<file path="config.mk">
export PLATFORM = sky130hd
export DESIGN_NAME = uart_rx_sniffer
export DESIGN_NICKNAME = d
export VERILOG_FILES = /design/src/rtl/uart_rx_sniffer.sv
export SDC_FILE = /design/constraint.sdc
export NUM_CORES = 1
export LEC_CHECK = 0
export ABC_AREA = 1
export CAP_MARGIN = 20
export CORE_MARGIN = 1
export CORE_UTILIZATION = 25
export DETAILED_ROUTE_END_ITERATION = 8
export HOLD_SLACK_MARGIN = 0.02
export SLEW_MARGIN = 40
export SYNTH_ARGS = -nofsm -noshare
export SYNTH_HDL_FRONTEND = slang
export SYNTH_SLANG_ARGS = --single-unit
</file>
<file path="constraint.sdc">
create_clock -name clk_i -period 1.6 [get_ports clk_i]
set_input_delay 0.32 -clock clk_i [delete_from_list [all_inputs] [get_ports clk_i]]
set_output_delay 0.32 -clock clk_i [all_outputs]
set_load 0.01 [all_outputs]
</file>
<file path="src/rtl/uart_rx_sniffer.sv">
// 8N1 UART receiver (8E1 when UART_RX_SNIFFER_PARITY_EN is defined) with framing/overrun/parity flags.
// Latency: byte valid ~2 + DIV/2 + 9*DIV + 1 clocks after the start edge (+DIV with parity).
// Backpressure: single-entry output register; a good byte arriving while full is dropped and overrun_o pulses.
module uart_rx_sniffer #(
   parameter int CLK_FREQ_HZ = 100_000_000,
   parameter int BAUD_RATE   = 115_200
) (
   input  logic       clk_i,
   input  logic       rst_i,
   input  logic       rx_i,
   output logic [7:0] data_o,
   output logic       valid_o,
   input  logic       ready_i,
   output logic       busy_o,
   output logic       frame_err_o,
   output logic       overrun_o,
   output logic       parity_err_o
);

   localparam int DIV = (CLK_FREQ_HZ + BAUD_RATE / 2) / BAUD_RATE;
   localparam int DW  = $clog2(DIV + 1);
   // The expiry cycle itself is one count, so loads are one short of the interval.
   localparam logic [DW-1:0] FULL_LD = DW'(DIV - 1);
   localparam logic [DW-1:0] HALF_LD = DW'(DIV / 2 - 1);

`ifdef UART_RX_SNIFFER_PARITY_EN
   typedef enum logic [2:0] {IDLE, START, DATA, PARITY, STOP} state_t;
   logic par_bad;
   logic par_pulse;
`else
   typedef enum logic [2:0] {IDLE, START, DATA, STOP} state_t;
`endif

   state_t          state;
   logic            rx_s1, rx_s2, rx_prev;
   logic [DW-1:0]   div;
   logic [2:0]      bit_idx;
   logic [7:0]      shreg;
   logic            expire;

   assign expire = (div == '0);
   assign busy_o = (state != IDLE);

`ifdef UART_RX_SNIFFER_PARITY_EN
   assign parity_err_o = par_pulse;
`else
   assign parity_err_o = 1'b0;
`endif

   always_ff @(posedge clk_i) begin
      if (rst_i) begin
         rx_s1       <= 1'b1;
         rx_s2       <= 1'b1;
         rx_prev     <= 1'b1;
         state       <= IDLE;
         div         <= '0;
         bit_idx     <= '0;
         shreg       <= '0;
         data_o      <= '0;
         valid_o     <= 1'b0;
         frame_err_o <= 1'b0;
         overrun_o   <= 1'b0;
`ifdef UART_RX_SNIFFER_PARITY_EN
         par_bad     <= 1'b0;
         par_pulse   <= 1'b0;
`endif
      end else begin
         rx_s1       <= rx_i;
         rx_s2       <= rx_s1;
         rx_prev     <= rx_s2;
         frame_err_o <= 1'b0;
         overrun_o   <= 1'b0;
`ifdef UART_RX_SNIFFER_PARITY_EN
         par_pulse   <= 1'b0;
`endif
         if (valid_o && ready_i)
            valid_o <= 1'b0;

         if (state != IDLE && !expire)
            div <= div - 1'b1;

         case (state)
            IDLE: begin
               // Requires a high-to-low transition, so a held-low break never retriggers.
               if (rx_prev && !rx_s2) begin
                  div   <= HALF_LD;
                  state <= START;
               end
            end
            START: begin
               if (expire) begin
                  if (!rx_s2) begin
                     div     <= FULL_LD;
                     bit_idx <= '0;
                     state   <= DATA;
`ifdef UART_RX_SNIFFER_PARITY_EN
                     par_bad <= 1'b0;
`endif
                  end else begin
                     state <= IDLE;
                  end
               end
            end
            DATA: begin
               if (expire) begin
                  shreg[bit_idx] <= rx_s2;
                  div            <= FULL_LD;
                  if (bit_idx == 3'd7) begin
`ifdef UART_RX_SNIFFER_PARITY_EN
                     state <= PARITY;
`else
                     state <= STOP;
`endif
                  end else begin
                     bit_idx <= bit_idx + 3'd1;
                  end
               end
            end
`ifdef UART_RX_SNIFFER_PARITY_EN
            PARITY: begin
               if (expire) begin
                  par_bad <= (rx_s2 != ^shreg);
                  div     <= FULL_LD;
                  state   <= STOP;
               end
            end
`endif
            STOP: begin
               // Leave at mid-stop so a back-to-back start edge is never missed.
               if (expire) begin
                  state <= IDLE;
                  if (!rx_s2) begin
                     frame_err_o <= 1'b1;
`ifdef UART_RX_SNIFFER_PARITY_EN
                  end else if (par_bad) begin
                     par_pulse <= 1'b1;
`endif
                  end else if (!valid_o || ready_i) begin
                     data_o  <= shreg;
                     valid_o <= 1'b1;
                  end else begin
                     overrun_o <= 1'b1;
                  end
               end
            end
            default: state <= IDLE;
         endcase
      end
   end

endmodule

</file>
==> results.py <==
metrics = {
    "global_route": {
        "grt-ovfl-total": 0,
        "first_global_vias": 1453,
        "grt_max_degree": 17,
        "grt_pass1_wl_um": 6420,
        "track_usage_pct": 10.7,
        "antenna_found_initial": 0,
    },
    "finish": {
        "area_delta_synth_final_pct": 32.8,
        "design_area_um2": 2460,
        "multi_input_area_um2": 1020,
        "nets": 301,
        "regArea_um2": 743,
        "fill_cells": 752,
        "final_cell_mix": "nand2_1 (44), dfxtp_1 (35), nor2_1 (32)",
        "final_common_cell": "nand2_1",
        "drive_gt1_share_pct": 24.8,
        "n_antenna_cell": 0,
        "fin_util_pct": 34.1,
    },
    "cts": {
        "cts.sinks": 37,
        "tritoncts.num_buffers": 5,
        "ctsHoldBuffers": 0,
        "cts_tree": "yes",
        "clkLatencyLatePin_ps": 300,
        "cts_buffer_depth": 2,
        "clkTransAtPathRegs_ps": 80,
        "ctsHtreeMaxLevel": 2,
        "clock-root-buffer": "clkbuf_8",
    },
    "synth": {
        "syn_area_um2": 1860,
        "ys_types": 32,
        "synth-edff-count": 0,
        "async_reset_ff_share_pct": 0,
        "netlist_instances": 250,
        "ys_seq_elements": 37,
        "syn_area_per_cell_um2": 7.42,
        "synth_warnings": 0,
        "synth_ff_type": "dfxtp_1",
        "ys_seq_area_share_pct": 39.9,
        "syn-num-nets": 258,
    },
    "power": {
        "seq_power_share_pct": 25.7,
        "powerDensity_nw_per_um2": 1990,
        "sw_frac_of_total_pct": 44.1,
        "p_switching_mw": 2.17,
        "leakagePower_nw": 1.07,
        "intPower_mw": 2.74,
        "ir_worst_vdd_v": 0.000623,
        "pwr-share-comb_pct": 57.6,
        "clkPwrFrac_pct": 16.7,
    },
    "worst_setup_path": {
        "cp_top_family": "simple AND/OR/NAND/NOR gates",
        "cp_num_buf_inv": 4,
        "critPathMaxStageDelay_ps": 330,
        "crit_slowest_cell": "dfxtp_1",
        "cp.required_ps": 1800,
        "cp-end-kind": "flip-flop",
        "cp_cell_sequence": "inv_1 -> ha_2 -> nand2_1 -> nor2_1 -> nand2_2 -> nand2_4 -> buf_4 -> buf_4 -> o211ai_1 -> nand2_1 -> inv_1",
        "crit_fanout": 6,
        "crit_path_start_kind": "flip-flop",
        "critPathKind": "flip-flop to flip-flop",
        "arrival_ps": 1740,
    },
    "drt": {
        "wl_per_cell_um": 10.6,
        "drc": 0,
        "drt-initial-drc-count": 113,
        "antenna_left": 0,
        "drt_wl_total_um": 4160,
        "via_count": 1689,
        "viasPerCell": 4.30,
        "first_pass_iters": 5,
    },
    "placement": {
        "dp_hpwl_um": 2800,
        "port_buffers": 15,
        "placed_area_um2": 2190,
        "globalplace.congestion": 0.826,
    },
    "outcome": {
        "status": "complete, no violations",
    },
    "sta": {
        "drv_slew": 0,
        "fmax_ghz": 0.651,
        "setup_tns_ps": 0,
        "hold_viol": 0,
        "period_share_pct": 96.0,
        "rsz0062_at_grt": "yes",
        "finalSetupViolations": 0,
        "finalCriticalPeriod_ps": 1540,
        "finalClockSkew_ps": 11.6,
    },
    "floorplan": {
        "die_w_um": 88.2,
        "die_h_um": 88.2,
        "start_util_pct": 25.7,
        "core_area_um2": 7210,
        "die_area_um2": 7770,
        "ios": 17,
        "rows": 31,
    },
    "run": {
        "max-cap-violations": 0,
    },
    "worst_hold_path": {
        "hp-class": "flip-flop to flip-flop",
    },
}
timing repair:
item / 4_1_cts / 5_1_grt
gates resized for setup: 4 / 13
buffers inserted: 0 / 11
gates cloned: 0 / 3
setup endpoints to repair: 1 / 19
pin swaps: 0 / 6
cell families (layout without fill, tap and decap cells):
logic type	after synthesis	after routing	share of synthesized area (%)
AO/OA/AOI/OAI	40	40	14.2
XOR/XNOR	4	4	1.89
adder cells (fa/ha/maj)	4	4	2.70
buffers and inverters	42	83	9.17
flip-flops	37	37	39.9
other	1	1	0.202
AND/OR/NAND/NOR	122	125	31.9
stage by stage:
step	setup WS (ps)	power [mW]	hold slack [ps]	std cells
2_1_floorplan	87.1	2.94	389	250
3_3_place_gp	47.9	3.46	397	371
3_5_place_dp	37.4	3.44	394	371
4_1_cts	57.6	4.30	413	379
5_1_grt	-50.2	5.32	429	393
6_report	64.4	4.91	411	393
flip-flops by register name, summed over array words and instances (netlist names), 2 cells and up:
name     count
div         10
data_o       8
shreg        8
bit_idx      3
state        2
final cells by class:
type	instances	area share, %
Multi-Input combinational cell	174	41.4
Clock inverter	3	1.88
Timing Repair Buffer	38	13.1
Inverter	37	5.64
Sequential cell	37	30.2
Clock buffer	5	2.79
Tap cell	99	5.03
power by group through the flow:
stage | clock (mW) | sequential [mW] | combinational, mW
2_1_floorplan | 0 | 1.26 | 1.68
3_3_place_gp | 0 | 1.25 | 2.21
3_5_place_dp | 0 | 1.25 | 2.19
4_1_cts | 0.851 | 1.25 | 2.20
5_1_grt | 0.882 | 1.28 | 3.16
6_report | 0.821 | 1.26 | 2.83
per-layer routing:
layer	part of all wire, %	wire length (um)	global-route usage (%)
met1	50	2070	14.0
met2	45	1860	16.6
met3	3.7	155	2.54
met4	1.6	66	4.69
met5	0	0	0
worst register-to-register path, stage by stage (launching register included):
cell and delay [ps]:
dfxtp_1 330, inv_1 90, ha_2 210, nand2_1 70, nor2_1 140, nand2_2 100
nand2_4 120, buf_4 120, buf_4 100, o211ai_1 70, nand2_1 70, inv_1 30
cell usage after synthesis, types with 3 or more instances:
library cell	n	area, um2
a211oi_2	8	100
a21oi_1	16	80.1
dfxtp_1	37	741
ha_1	4	50.1
inv_1	31	116
inv_2	4	15.0
nand2_1	45	169
nand3_1	20	100
nand3_2	3	30.0
nor2_1	37	139
nor2_4	4	45.0
o21ai_0	5	25.0
o21ai_1	9	45.0
or2_2	3	18.8
xor2_1	4	35.0
path summary, 6_finish.rpt:
kind / from / endpoint / slack, ps / cells after the start
setup / recovery: div[1] / div[1] / 60 / 11
hold / removal: rx_s1 / rx_s2 / 410 / 1
setup reg to reg: div[1] / div[1] / 60 / 11
hold reg to reg: rx_s1 / rx_s2 / 410 / 1
Note: power is estimated with default switching activity, not from simulation.
